File: config.mk
export PLATFORM = sky130hd
export DESIGN_NAME = harris_frame_sequencer
export DESIGN_NICKNAME = d
export VERILOG_FILES = /design/src/rtl/harris_pkg.sv /design/src/rtl/harris_pos_counter.sv /design/src/rtl/harris_frame_sequencer.sv
export SDC_FILE = /design/constraint.sdc
export NUM_CORES = 1
export LEC_CHECK = 0
export BUFFER_PORTS_ARGS = -buffer_cell sky130_fd_sc_hd__buf_2
export CORE_UTILIZATION = 57
export DETAILED_ROUTE_END_ITERATION = 16
export PLACE_DENSITY_LB_ADDON = 0.05
export SLEW_MARGIN = 20
export SYNTH_ARGS = -nofsm -noshare
export SYNTH_HDL_FRONTEND = slang
export SYNTH_SLANG_ARGS = --single-unit
File: constraint.sdc
create_clock -name clk -period 4.06 [get_ports clk]
set_input_delay 0.812 -clock clk [delete_from_list [all_inputs] [get_ports clk]]
set_output_delay 0.812 -clock clk [all_outputs]
set_load 0.02 [all_outputs]
File: src/rtl/harris_pkg.sv
// Shared types, default geometry and width helpers for the Harris
// front end (frame sequencer and detector window addressing).
package harris_pkg;

   typedef enum logic [1:0] {
      IDLE,
      STREAM,
      FLUSH,
      DONE
   } state_t;

   localparam int IMG_W_DEF       = 640;
   localparam int IMG_H_DEF       = 480;
   localparam int PIX_W_DEF       = 8;
   localparam int FLUSH_LINES_DEF = 2;

   // A counter that only ever holds 0 still needs one bit.
   function automatic int cnt_w(input int n);
      return (n <= 1) ? 1 : $clog2(n);
   endfunction

   function automatic int col_w(input int img_w);
      return cnt_w(img_w);
   endfunction

   function automatic int row_w(input int img_h, input int flush_lines);
      return cnt_w(img_h + flush_lines);
   endfunction

endpackage

File: src/rtl/harris_pos_counter.sv
// Raster col/row position counter with clear, enable and wrap,
// flagging end of line, the last image row and the last row overall.
module harris_pos_counter #(
   parameter int COLS     = 4,
   parameter int ROWS     = 4,
   parameter int LAST_ROW = 2,
   parameter int COL_W    = 2,
   parameter int ROW_W    = 2
) (
   input  logic             clk,
   input  logic             reset,
   input  logic             clr,
   input  logic             en,
   output logic [COL_W-1:0] col,
   output logic [ROW_W-1:0] row,
   output logic             eol,
   output logic             last_row,
   output logic             frame_end
);

   localparam logic [COL_W-1:0] COL_MAX = COL_W'(COLS - 1);
   localparam logic [ROW_W-1:0] ROW_MAX = ROW_W'(ROWS - 1);
   localparam logic [ROW_W-1:0] ROW_LST = ROW_W'(LAST_ROW);

   assign eol       = (col == COL_MAX);
   assign last_row  = (row == ROW_LST);
   assign frame_end = eol && (row == ROW_MAX);

   always_ff @(posedge clk) begin
      if (reset || clr) begin
         col <= '0;
         row <= '0;
      end else if (en) begin
         if (eol) begin
            col <= '0;
            row <= (row == ROW_MAX) ? '0 : row + 1'b1;
         end else begin
            col <= col + 1'b1;
         end
      end
   end

endmodule

File: src/rtl/harris_frame_sequencer.sv
// Frame controller feeding the Harris detector: tags source pixels,
// appends zero flush lines to drain line buffers, pulses frame_done.
module harris_frame_sequencer
   import harris_pkg::*;
#(
   parameter int IMG_W       = IMG_W_DEF,
   parameter int IMG_H       = IMG_H_DEF,
   parameter int PIX_W       = PIX_W_DEF,
   parameter int FLUSH_LINES = FLUSH_LINES_DEF,
   parameter int COL_W       = col_w(IMG_W),
   parameter int ROW_W       = row_w(IMG_H, FLUSH_LINES)
) (
   input  logic             clk,
   input  logic             reset,
   input  logic             start,
   input  logic             abort,
   input  logic [PIX_W-1:0] src_pixel,
   input  logic             src_valid,
   output logic             src_ready,
   output logic [PIX_W-1:0] pixel,
   output logic             pixel_valid,
   output logic [COL_W-1:0] pix_col,
   output logic [ROW_W-1:0] pix_row,
   output logic             sof,
   output logic             eol,
   output logic             eof,
   output logic             flushing,
   output logic             busy,
   output logic             frame_done
);

   state_t           state;
   state_t           nxt;
   logic [COL_W-1:0] col;
   logic [ROW_W-1:0] row;
   logic             at_eol;
   logic             at_last_row;
   logic             at_end;
   logic             cnt_en;
   logic             cnt_clr;
   logic             hs;
   logic             emit;

   assign src_ready = (state == STREAM);
   assign hs        = src_ready && src_valid;

   harris_pos_counter #(
      .COLS     (IMG_W),
      .ROWS     (IMG_H + FLUSH_LINES),
      .LAST_ROW (IMG_H - 1),
      .COL_W    (COL_W),
      .ROW_W    (ROW_W)
   ) u_pos (
      .clk       (clk),
      .reset     (reset),
      .clr       (cnt_clr),
      .en        (cnt_en),
      .col       (col),
      .row       (row),
      .eol       (at_eol),
      .last_row  (at_last_row),
      .frame_end (at_end)
   );

   always_comb begin
      nxt     = state;
      cnt_en  = 1'b0;
      cnt_clr = 1'b0;
      emit    = 1'b0;
      case (state)
         IDLE: begin
            if (start && !abort) begin
               nxt     = STREAM;
               cnt_clr = 1'b1;
            end
         end
         STREAM: begin
            if (abort) begin
               nxt     = IDLE;
               cnt_clr = 1'b1;
            end else if (hs) begin
               cnt_en = 1'b1;
               emit   = 1'b1;
               if (at_eol && at_last_row)
                  nxt = (FLUSH_LINES > 0) ? FLUSH : DONE;
            end
         end
         FLUSH: begin
            if (abort) begin
               nxt     = IDLE;
               cnt_clr = 1'b1;
            end else begin
               cnt_en = 1'b1;
               emit   = 1'b1;
               if (at_end)
                  nxt = DONE;
            end
         end
         DONE: begin
            nxt     = IDLE;
            cnt_clr = 1'b1;
         end
         default: begin
            nxt     = IDLE;
            cnt_clr = 1'b1;
         end
      endcase
   end

   // Tags are captured from the counter before it advances, so every
   // marker lines up with the pixel it describes one cycle later.
   always_ff @(posedge clk) begin
      if (reset) begin
         state       <= IDLE;
         pixel       <= '0;
         pixel_valid <= 1'b0;
         pix_col     <= '0;
         pix_row     <= '0;
         sof         <= 1'b0;
         eol         <= 1'b0;
         eof         <= 1'b0;
         flushing    <= 1'b0;
         busy        <= 1'b0;
         frame_done  <= 1'b0;
      end else begin
         state       <= nxt;
         pixel_valid <= emit;
         pixel       <= (emit && state == STREAM) ? src_pixel : '0;
         pix_col     <= emit ? col : '0;
         pix_row     <= emit ? row : '0;
         sof         <= emit && (state == STREAM) &&
                        (col == '0) && (row == '0);
         eol         <= emit && at_eol;
         eof         <= emit && (state == STREAM) &&
                        at_eol && at_last_row;
         flushing    <= emit && (state == FLUSH);
         busy        <= emit || (nxt == STREAM) || (nxt == FLUSH);
         frame_done  <= (state == DONE);
      end
   end

endmodule

After elaboration in Yosys (flattened, before gate mapping)
Index checks and enable logic that the tools add are counted.
- bits in registers: 55
- input bits: 13
- add/subtract/negate cells: 2
- equality and inequality tests: 8
- multiplexer cells: 16
- bitwise operators: 2
- reduce and logical (&&, ||, !) cells: 22
- operator list (kind ; number):
    $eq A9 B9 Y1 const B ; 2
    $mux W2 ; 6
    $logic_and A1 B1 Y1 ; 11
    $add A10 B1 Y10 const B ; 1
    $eq A10 B10 Y1 const B ; 1
    $logic_not A10 Y1 ; 1
    $mux W10 ; 1
    $add A9 B1 Y9 const B ; 1
    $logic_not A9 Y1 ; 1
    $mux W9 ; 1
    $pmux W2 S4 ; 1
    $eq A2 B2 Y1 const B ; 3
    $reduce_or A2 Y1 ; 3
    $mux W1 ; 5
    $eq A2 B1 Y1 const B ; 2
    $logic_or A1 B1 Y1 ; 3
    $pmux W1 S3 ; 1
    $logic_not A2 Y1 ; 1
    $not A1 Y1 ; 2
    $pmux W1 S2 ; 1
    $reduce_and A2 Y1 ; 1
    $logic_not A1 Y1 ; 1

Logic depth before layout (Yosys ltp)
Gate-level depths: netlist of run 1.
- depth after elaboration: 9
- gate-level depth with buffers: 8

Hierarchy
Synthesis of run 1 repeated with hierarchy kept, for this count alone.
- cells, all modules: 224
- area, all modules: 2203.4 sq um
- by module, submodules not included (module ; instances ; cells each ; area an instance (sq um)):
    harris_frame_sequencer ; 1 ; 108 ; 1216.2
    harris_pos_counter ; 1 ; 116 ; 987.2

Worst setup path before layout of run 1
Ideal clock, no wire load.
- path type: input to register
- start: input port abort
- end: register busy
- library setup time: 0.092 ns
- data arrival time: 2.258 ns
- required time: 3.968 ns
- setup slack: 1.710 ns
- stages on the path: 5
- path buffers: 0
- cell sequence: or4_1 > or4_1 > o21ba_1 > and4_4 > nor4_1
- word-level cells in the longest chain between the ends: 7
- elaborated cells between the ends (all ways): 13
- classes of those cells: eq/ne (2); mux (7); reduce/logical (4)
- RTL lines (element ; RTL line ; text):
    start: declaration ; harris_frame_sequencer.sv:16 ; input logic abort,
    $logic_not A1 Y1 ; harris_frame_sequencer.sv:72 ; if (start && !abort) begin
    $logic_and A1 B1 Y1 ; harris_frame_sequencer.sv:72 ;
    $mux W2 ; harris_frame_sequencer.sv:72 ;
    $pmux W2 S4 ; harris_frame_sequencer.sv:70 ; case (state)
    $eq A2 B1 Y1 ; harris_frame_sequencer.sv:137 ; busy <= emit || (nxt == STREAM) || (nxt == FLUSH);
    $logic_or A1 B1 Y1 ; harris_frame_sequencer.sv:137 ;
    $logic_or A1 B1 Y1 (*) ; harris_frame_sequencer.sv:137 ;
    end signal: assignment ; harris_frame_sequencer.sv:137 ;
    end: declaration ; harris_frame_sequencer.sv:28 ; output logic busy,
Every way passes the cells marked *; elsewhere a longest branch is shown, timed or not.
A chain may end at the register's enable or synchronous reset.

Final worst setup path of run 1
- start: register state[0]
- end: register u_pos.row[8]
- word-level cells in the longest chain between the ends: 6
- elaborated cells between the ends (all ways): 12
- classes of those cells: eq/ne (3); mux (4); reduce/logical (5)
- RTL lines (element ; RTL line ; text):
    start: declaration ; harris_frame_sequencer.sv:32 ; state_t state;
    start signal: assignment ; harris_frame_sequencer.sv:126 ; state <= nxt;
    $eq A2 B1 Y1 ; harris_frame_sequencer.sv:44, harris_frame_sequencer.sv:70 ;
    $logic_and A1 B1 Y1 ; harris_frame_sequencer.sv:45 ; assign hs = src_ready && src_valid;
    $mux W1 ; harris_frame_sequencer.sv:81 ; end else if (hs) begin
    $mux W1 ; harris_frame_sequencer.sv:78 ; if (abort) begin
    $pmux W1 S2 ; harris_frame_sequencer.sv:70 ;
    $reduce_and A2 Y1 (no line) ; -- ;
    end signal: assignment ; harris_pos_counter.sv:36 ; row <= (row == ROW_MAX) ? '0 : row + 1'b1;
    end: declaration ; harris_pos_counter.sv:15 ; output logic [ROW_W-1:0] row,
Several ways; a longest one is shown, not always the timed one.

==> metrics.md, run 1 <==
| Metric | Value |
|---|---|
| Setup TNS | `0 ps` |
| Grt ovf | `0` |
| CP dominant cell by count | `nor2b_1` |
| Multi-input gate area | `1040 um^2` |
| Routed WL | `4.47 mm` |
| Avg Inst Size Synth | `9.35 um^2` |
| Max FO, Critical Path | `10` |
| PortBufs | `47` |
| H-tree levels | `2` |
| Reg2Reg Depth | `8` |
| Synth unique cells | `36` |
| GR Util All Layers | `23.6%` |
| Leak pwr | `1.14 nW` |
| CTS tree | `done` |
| Final period util | `61.1%` |
| Vias per inst | `5.42` |
| CP Capture Point | `u_pos.row[8]` |
| Initial antenna violation count | `0` |
| Arrival time at the worst endpoint | `2720 ps` |
| Initial DRT Pass Iterations | `4` |
| Layout cells sized above 1 | `21.8%` |
| # setup viols final | `0` |
| R2r setup slk | `1580 ps` |
| Startpoint type of the worst setup path | `register` |
| Post-route ant nets | `0` |
| Die span in y | `64.1 um` |
| Setup Fix Bufs, Post-CTS | `0` |
| Nets | `306` |
| Final Critical Period | `2480 ps` |
| Initial Util | `59.6%` |
| Core Rows | `22` |
| Total Power | `0.934 mW` |
| Clock sink total | `55` |
| Pwr dens | `360 nW/um^2` |
| Fillers | `315` |
| Slowest stage cell, crit path | `nor2b_1` |
| DIE AREA | `4110 um^2` |
| Slew Viols, Final | `0` |
| Max-slew headroom | `46.5%` |
| Crit path required time | `4300 ps` |
| Cells along the critical path | `inv_1 -> ha_1 -> nor2b_1 -> nor2b_1 -> buf_4 -> nand4_1 -> or3_1 -> a21oi_1` |
| Die W | `64.1 um` |
| Vias in the first global route | `1584` |
| Crit path kind | `reg2reg` |
| Crit end category | `register` |
| #FFs+latches synth | `55` |
| Antenna Cells | `0` |
| Seq/Total Area, Yosys | `50.1%` |
| Syn Nets | `257` |
| Final hold violations | `0` |
| DR vias | `1805` |
| Skew final | `1.66 ps` |
| Synthesized instance count | `235` |
| Routed len/inst | `13.4 um` |
| Final GP Congestion | `0.905` |
| Maximum buffer depth of the clock tree | `2` |
| Hpwl dp | `3.24 mm` |
| Core ar. | `3690 um^2` |
| Cell area after synthesis | `2200 um^2` |
| Worst-Margin Slew | `792 ps` |
| Status | `completed` |
| DR iter-0 viols | `122` |
| Critical R2R Capture | `u_pos.row[8]` |
| First-pass GRT wire length | `7.36 mm` |
| Worst setup path startpoint | `state[0]` |
| Unrepaired setup endpoints after global routing | `false` |
| Clk_lat worst skew | `310 ps` |
| DRC | `0` |
| Root Buffer | `clkbuf_8` |
| Worst-path clk slew | `90 ps` |
| Crit-path max cell delay | `520 ps` |
| Worst vdd ir | `254 uV` |
| CTS Buf Count | `5` |
| Ports | `48` |
| R2r startpoint | `state[0]` |
| Max-Cap Viols | `0` |
| FF/Latch Area | `1100 um^2` |
| Post-cts resize count | `0` |
| Min-Delay Path Class | `reg2reg` |
| Area growth from synthesis to layout | `18.2%` |
| Max Fclk | `403 MHz` |
| Ys Warns | `0` |
| Largest net degree at the start of global routing | `25` |
| CTS Hold Bufs | `0` |
-- state kept, by name (all words and copies together), names as in the netlist, 2 cells and up --
signal and count:
pix_col 10, u_pos.col 10, pix_row 9, u_pos.row 9, pixel 8, state 2
-- area by class of cell --
| type | instances | area share [%] |
|---|---|---|
| sequential | 55 | 42.4 |
| inverter | 9 | 1.30 |
| tap | 48 | 2.31 |
| multi-input combinational | 164 | 40.0 |
| clock inverter | 3 | 1.69 |
| timing repair buffer | 49 | 9.63 |
| clock buffer | 5 | 2.65 |
-- worst max-delay path: cells and delay by family, from the launching register on --
family                   cells  cell delay [ps]
AO/OA/AOI/OAI                1              130
adder cells (fa/ha/maj)      1              310
buffers and inverters        2              380
flip-flops                   1              400
AND/OR/NAND/NOR              4             1210
-- cells by family after synthesis --
family          after synthesis  synth area share, %
fa+ha+maj                     9                 5.12
buf+inv                      16                 2.73
compound gates               20                 5.63
xor+xnor                     14                 5.58
flops                        55                 50.1
simple gates                121                 30.8
-- routing by layer --
| layer | up-vias | share of wire [%] | GRT usage, % |
|---|---|---|---|
| met4 | 0 | 1.6 | 8.06 |
| met2 | 66 | 46 | 38.7 |
| met1 | 815 | 46 | 30.0 |
| met5 | - | 0 | 0 |
| li1 | 916 | - | - |
| met3 | 8 | 5.9 | 6.07 |
-- synth_stat cells --
library cell  instances  share of area (%)
nor2_1               21                3.6
o21ai_0               2               0.46
or2_2                 1               0.28
nand4_1              10                2.8
or4_1                 4                1.4
nor4_1                5                1.4
a31o_2                1               0.40
and4_4                1               0.51
a21o_1                1               0.34
nand2_1              15                2.6
nand2b_1              2               0.57
o2bb2ai_1             1               0.40
or3b_1                1               0.40
nor3_2                1               0.46
xnor2_1               5                2.0
a211oi_1              2               0.68
and4_1                2               0.80
nor3_1               11                2.5
dfxtp_1              55                 50
ha_1                  9                5.1
o21ba_1               1               0.46
a21oi_1              10                2.3
nor2b_1               3               0.85
or3_1                 3               0.85
o21ai_1               1               0.23
nor4bb_1              1               0.46
and2_1               17                4.8
xor2_1                9                3.6
nand3_1               7                1.6
nand4b_1              1               0.40
inv_1                 9                1.5
and3_1               13                3.7
and4b_1               1               0.46
o221ai_1              1               0.40
clkbuf_1              7                1.2
and3b_1               1               0.40
-- power breakdown --
part | internal [mW] | total [mW] | switching (mW)
clock network | 0.184 | 0.356 | 0.173
logic | 0.0147 | 0.0364 | 0.0217
registers | 0.541 | 0.542 | 0.00107
total | 0.739 | 0.934 | 0.196
-- worst min path at each step --
stage                            start           end  slack, ps  depth (start not counted)
after floorplan           u_pos.col[1]  u_pos.col[1]        460                          2
after global placement    u_pos.row[1]  u_pos.row[1]        490                          2
after detailed placement  u_pos.row[1]  u_pos.row[1]        490                          2
after CTS                 u_pos.row[1]  u_pos.row[1]        500                          2
after global routing      u_pos.col[1]  u_pos.col[1]        540                          2
final                     u_pos.row[1]  u_pos.row[1]        500                          2
-- stage by stage --
stage	cells	util [%]	hold slack, ps	instance area, um^2	worst slack (ps)
floorplan	235	-	461	2200	1710
finish	333	70.4	503	2600	1580
global route	333	70.4	545	2600	1410
CTS	333	70.4	504	2590	1370
global placement	325	67.3	486	2480	1400
detailed placement	325	67.3	492	2480	1220
-- placed cells by master (no fill, tap or decap), types with 2 or more instances in the layout --
master,netlist,final
dfxtp_1,55,55
buf_4,0,2
and4_1,2,2
or4_1,4,4
xnor2_1,5,5
or3_1,3,3
nor2_1,21,20
nand4_1,10,10
ha_1,9,9
nor2b_1,3,3
and2_1,17,17
a211oi_1,2,2
nor4_1,5,5
clkbuf_8,0,5
inv_1,9,9
nand3_1,7,7
buf_2,0,47
o21ai_0,2,2
nand2b_1,2,2
and3_1,13,13
nand2_1,15,15
a21oi_1,10,10
xor2_1,9,9
nor3_1,11,11
No activity file was read; power rests on OpenSTA's default activity.
==> run 2: changes to the inputs <==
--- a/config.mk
+++ b/config.mk
@@ -5,8 +5,9 @@
 export SDC_FILE = /design/constraint.sdc
 export NUM_CORES = 1
 export LEC_CHECK = 0
+export ABC_AREA = 1
 export BUFFER_PORTS_ARGS = -buffer_cell sky130_fd_sc_hd__buf_2
-export CORE_UTILIZATION = 57
+export CORE_UTILIZATION = 53
 export DETAILED_ROUTE_END_ITERATION = 16
 export PLACE_DENSITY_LB_ADDON = 0.05
 export SLEW_MARGIN = 20
==> constraint.sdc (replaced) <==
create_clock -name clk -period 2.4 [get_ports clk]
set_input_delay 0.48 -clock clk [delete_from_list [all_inputs] [get_ports clk]]
set_output_delay 0.48 -clock clk [all_outputs]
set_load 0.02 [all_outputs]
==> run 2 against run 1 <==
First-iteration DRC count is 35% higher. Sequential cell count stayed put. Design area is 4.7% higher. Sequential power is 69% higher. Critical path depth is 1 higher. Routed wire length is 14% higher. Combinational power is 91% higher. Synthesized cell count is 24% higher. Critical path type unchanged. Largest cell class unchanged. Largest power group unchanged.
==> metrics.md, run 2 <==
| Metric | Value |
|---|---|
| Status | `completed` |
| Hold slack | `376 ps` |
| Largest net degree at the start of global routing | `17` |
| Vias in the first global route | `1864` |
| CTS Hold Bufs | `0` |
| DRC | `0` |
| Final core occ | `66.5%` |
| Pwr dens | `594 nW/um^2` |
| Area growth from synthesis to layout | `18.0%` |
| Slowest stage cell, crit path | `nor4_2` |
| Setup TNS | `0 ps` |
| Synth area leader | `dfxtp_1` |
| Arrival time at the worst endpoint | `2160 ps` |
| Cells along the critical path | `inv_1 -> ha_1 -> nand2_1 -> nand2_1 -> nand3_4 -> nor4_2 -> nand3_1 -> nor3_1 -> nor3_1` |
| Final Critical Period | `1960 ps` |
| Initial DRT Pass Iterations | `5` |
| Crit path kind | `reg2reg` |
| Die span in y | `67.9 um` |
| Placed instance area | `2600 um^2` |
| Seq/Total Area, Yosys | `47.8%` |
| Post-synth top flop | `dfxtp_1` |
| Final cell count without fillers | `396` |
| Final GP Congestion | `0.948` |
| Cell area after synthesis | `2300 um^2` |
| DR vias | `2077` |
| Die W | `67.9 um` |
| Most common cell after layout, fill and taps aside | `dfxtp_1` |
| Syn Nets | `314` |
| Worst-Margin Slew | `477 ps` |
| Core ar. | `4090 um^2` |
| Worst-path clk slew | `90 ps` |
| Initial antenna violation count | `0` |
| Post-cts resize count | `0` |
| Total Power | `1.62 mW` |
| Unrepaired setup endpoints after global routing | `false` |
| H-tree levels | `2` |
| CTS tree | `done` |
| Top delay family on crit path | `simple AND/OR/NAND/NOR gates` |
| Dpl cells | `388` |
| Antenna Cells | `0` |
| Dominant cell by count in the synthesized netlist | `dfxtp_1` |
| Post-synth EDFFs | `0` |
| Largest regs | `pix_col: 10 flops, u_pos.col: 10 flops` |
| Slew Viols, Final | `0` |
| Final period util | `81.7%` |
| Max Fclk | `510 MHz` |
| Ports | `48` |
| First-pass GRT wire length | `8.36 mm` |
| Max FO, Critical Path | `8` |
| Layout Cell Area excl Fill | `2720 um^2` |
| Leak pwr | `1.22 nW` |
| Synth unique cells | `32` |
| Clock sink total | `55` |
| Ys Warns | `0` |
| Root Buffer | `clkbuf_8` |
| Async SR Flop Fraction | `0%` |
| Layout cells sized above 1 | `22.5%` |
| GR Util All Layers | `24.5%` |
| Hpwl dp | `3.82 mm` |
| CTS Buf Count | `5` |
| Grt ovf | `0` |
| Setup Fix Bufs, Post-CTS | `0` |
| Skew final | `4.59 ps` |
| Crit end category | `register` |
| Maximum buffer depth of the clock tree | `2` |
| Commonest non-fill, non-tap cells in the layout | `dfxtp_1, nor2_1, buf_2` |
| Routed len/inst | `12.9 um` |
| # setup viols final | `0` |
| DIE AREA | `4610 um^2` |
| Top cells by count, synth | `dfxtp_1, nor2_1, nand2_1` |
| Avg Inst Size Synth | `7.89 um^2` |
| Pre-CTS setup slack | `479 ps` |
| Crit-path max cell delay | `380 ps` |
| Min-Delay Path Class | `in2reg` |
| Fillers | `361` |
| Nets | `367` |
| DR iter-0 viols | `165` |
| #FFs+latches synth | `55` |
| Worst setup margin | `439 ps` |
| Initial Util | `56.4%` |
| Synthesized instance count | `292` |
| Routed WL | `5.10 mm` |
| Max-slew headroom | `68.0%` |
| Final hold violations | `0` |
| Clk_lat worst skew | `310 ps` |
| Core Rows | `23` |
| Vias per inst | `5.24` |
| Worst vdd ir | `386 uV` |
| Max-Cap Viols | `0` |
| Largest cells by area after synthesis | `dfxtp_1, nor2_1, nand2_1` |
| Post-route ant nets | `0` |
| Buffers and inverters on the worst path | `1` |
| PortBufs | `47` |
| Crit path required time | `2600 ps` |
| Startpoint type of the worst setup path | `register` |
| Top cell type's share of synthesized area | `47.8%` |
## run 2: cell types whose count changed after synthesis, moves of 6 or more
cell	before	now
xor2_1	9	2
nand3_1	7	14
nand2_1	15	42
and3_1	13	1
and2_1	17	0
inv_1	9	41
inv_2	0	6
nor2_1	21	48
## run 2: worst paths after layout
path	startpoint	to	slack (ps)	cells past startpoint
worst max-delay path	state[1]	u_pos.col[7]	440	9
worst min-delay path	src_pixel[1]	pixel[1]	380	3
worst min register to register	u_pos.row[7]	pix_row[7]	520	2
worst max register to register	state[1]	u_pos.col[7]	440	9
## run 2: layer usage
layer / vias to the layer above / global-route usage [%] / share of wire, %
li1: 1046 / - / -
met1: 956 / 30.9 / 46
met2: 67 / 39.7 / 47
met3: 8 / 5.33 / 5.3
met4: 0 / 10.7 / 1.8
met5: - / 0 / 0
## run 2: power breakdown
part / internal [mW] / leakage (nW) / total (mW) / switching [mW]
clock network: 0.338 / 0.0612 / 0.630 / 0.292
logic: 0.0246 / 0.717 / 0.0694 / 0.0448
registers: 0.914 / 0.443 / 0.916 / 0.00157
## run 2: layout make-up
| type | instances | area, um^2 | area share, % |
|---|---|---|---|
| Clock buffer | 6 | 82.6 | 3.04 |
| Timing Repair Buffer | 48 | 243 | 8.93 |
| Multi-Input combinational cell | 187 | 1010 | 37.3 |
| Clock inverter | 2 | 35.0 | 1.29 |
| Tap cell | 50 | 62.6 | 2.30 |
| Sequential cell | 55 | 1100 | 40.5 |
| Inverter | 48 | 181 | 6.67 |
## run 2: tightest hold or removal path: cells and delay by family
family | cells | cell delay, ps
buf+inv | 2 | 130
simple gates | 1 | 30
## run 2: cells by family (layout without fill, tap and decap cells)
kind of cell / after synthesis / after routing / synth area share [%]
adders and majority gates: 9 / 9 / 4.89
DFF: 55 / 55 / 47.8
and+or+nand+nor: 145 / 145 / 30.4
AOI/OAI and AO/OA: 31 / 31 / 7.93
buffers and inverters: 50 / 104 / 8.20
xor gates and xnor gates: 2 / 2 / 0.761
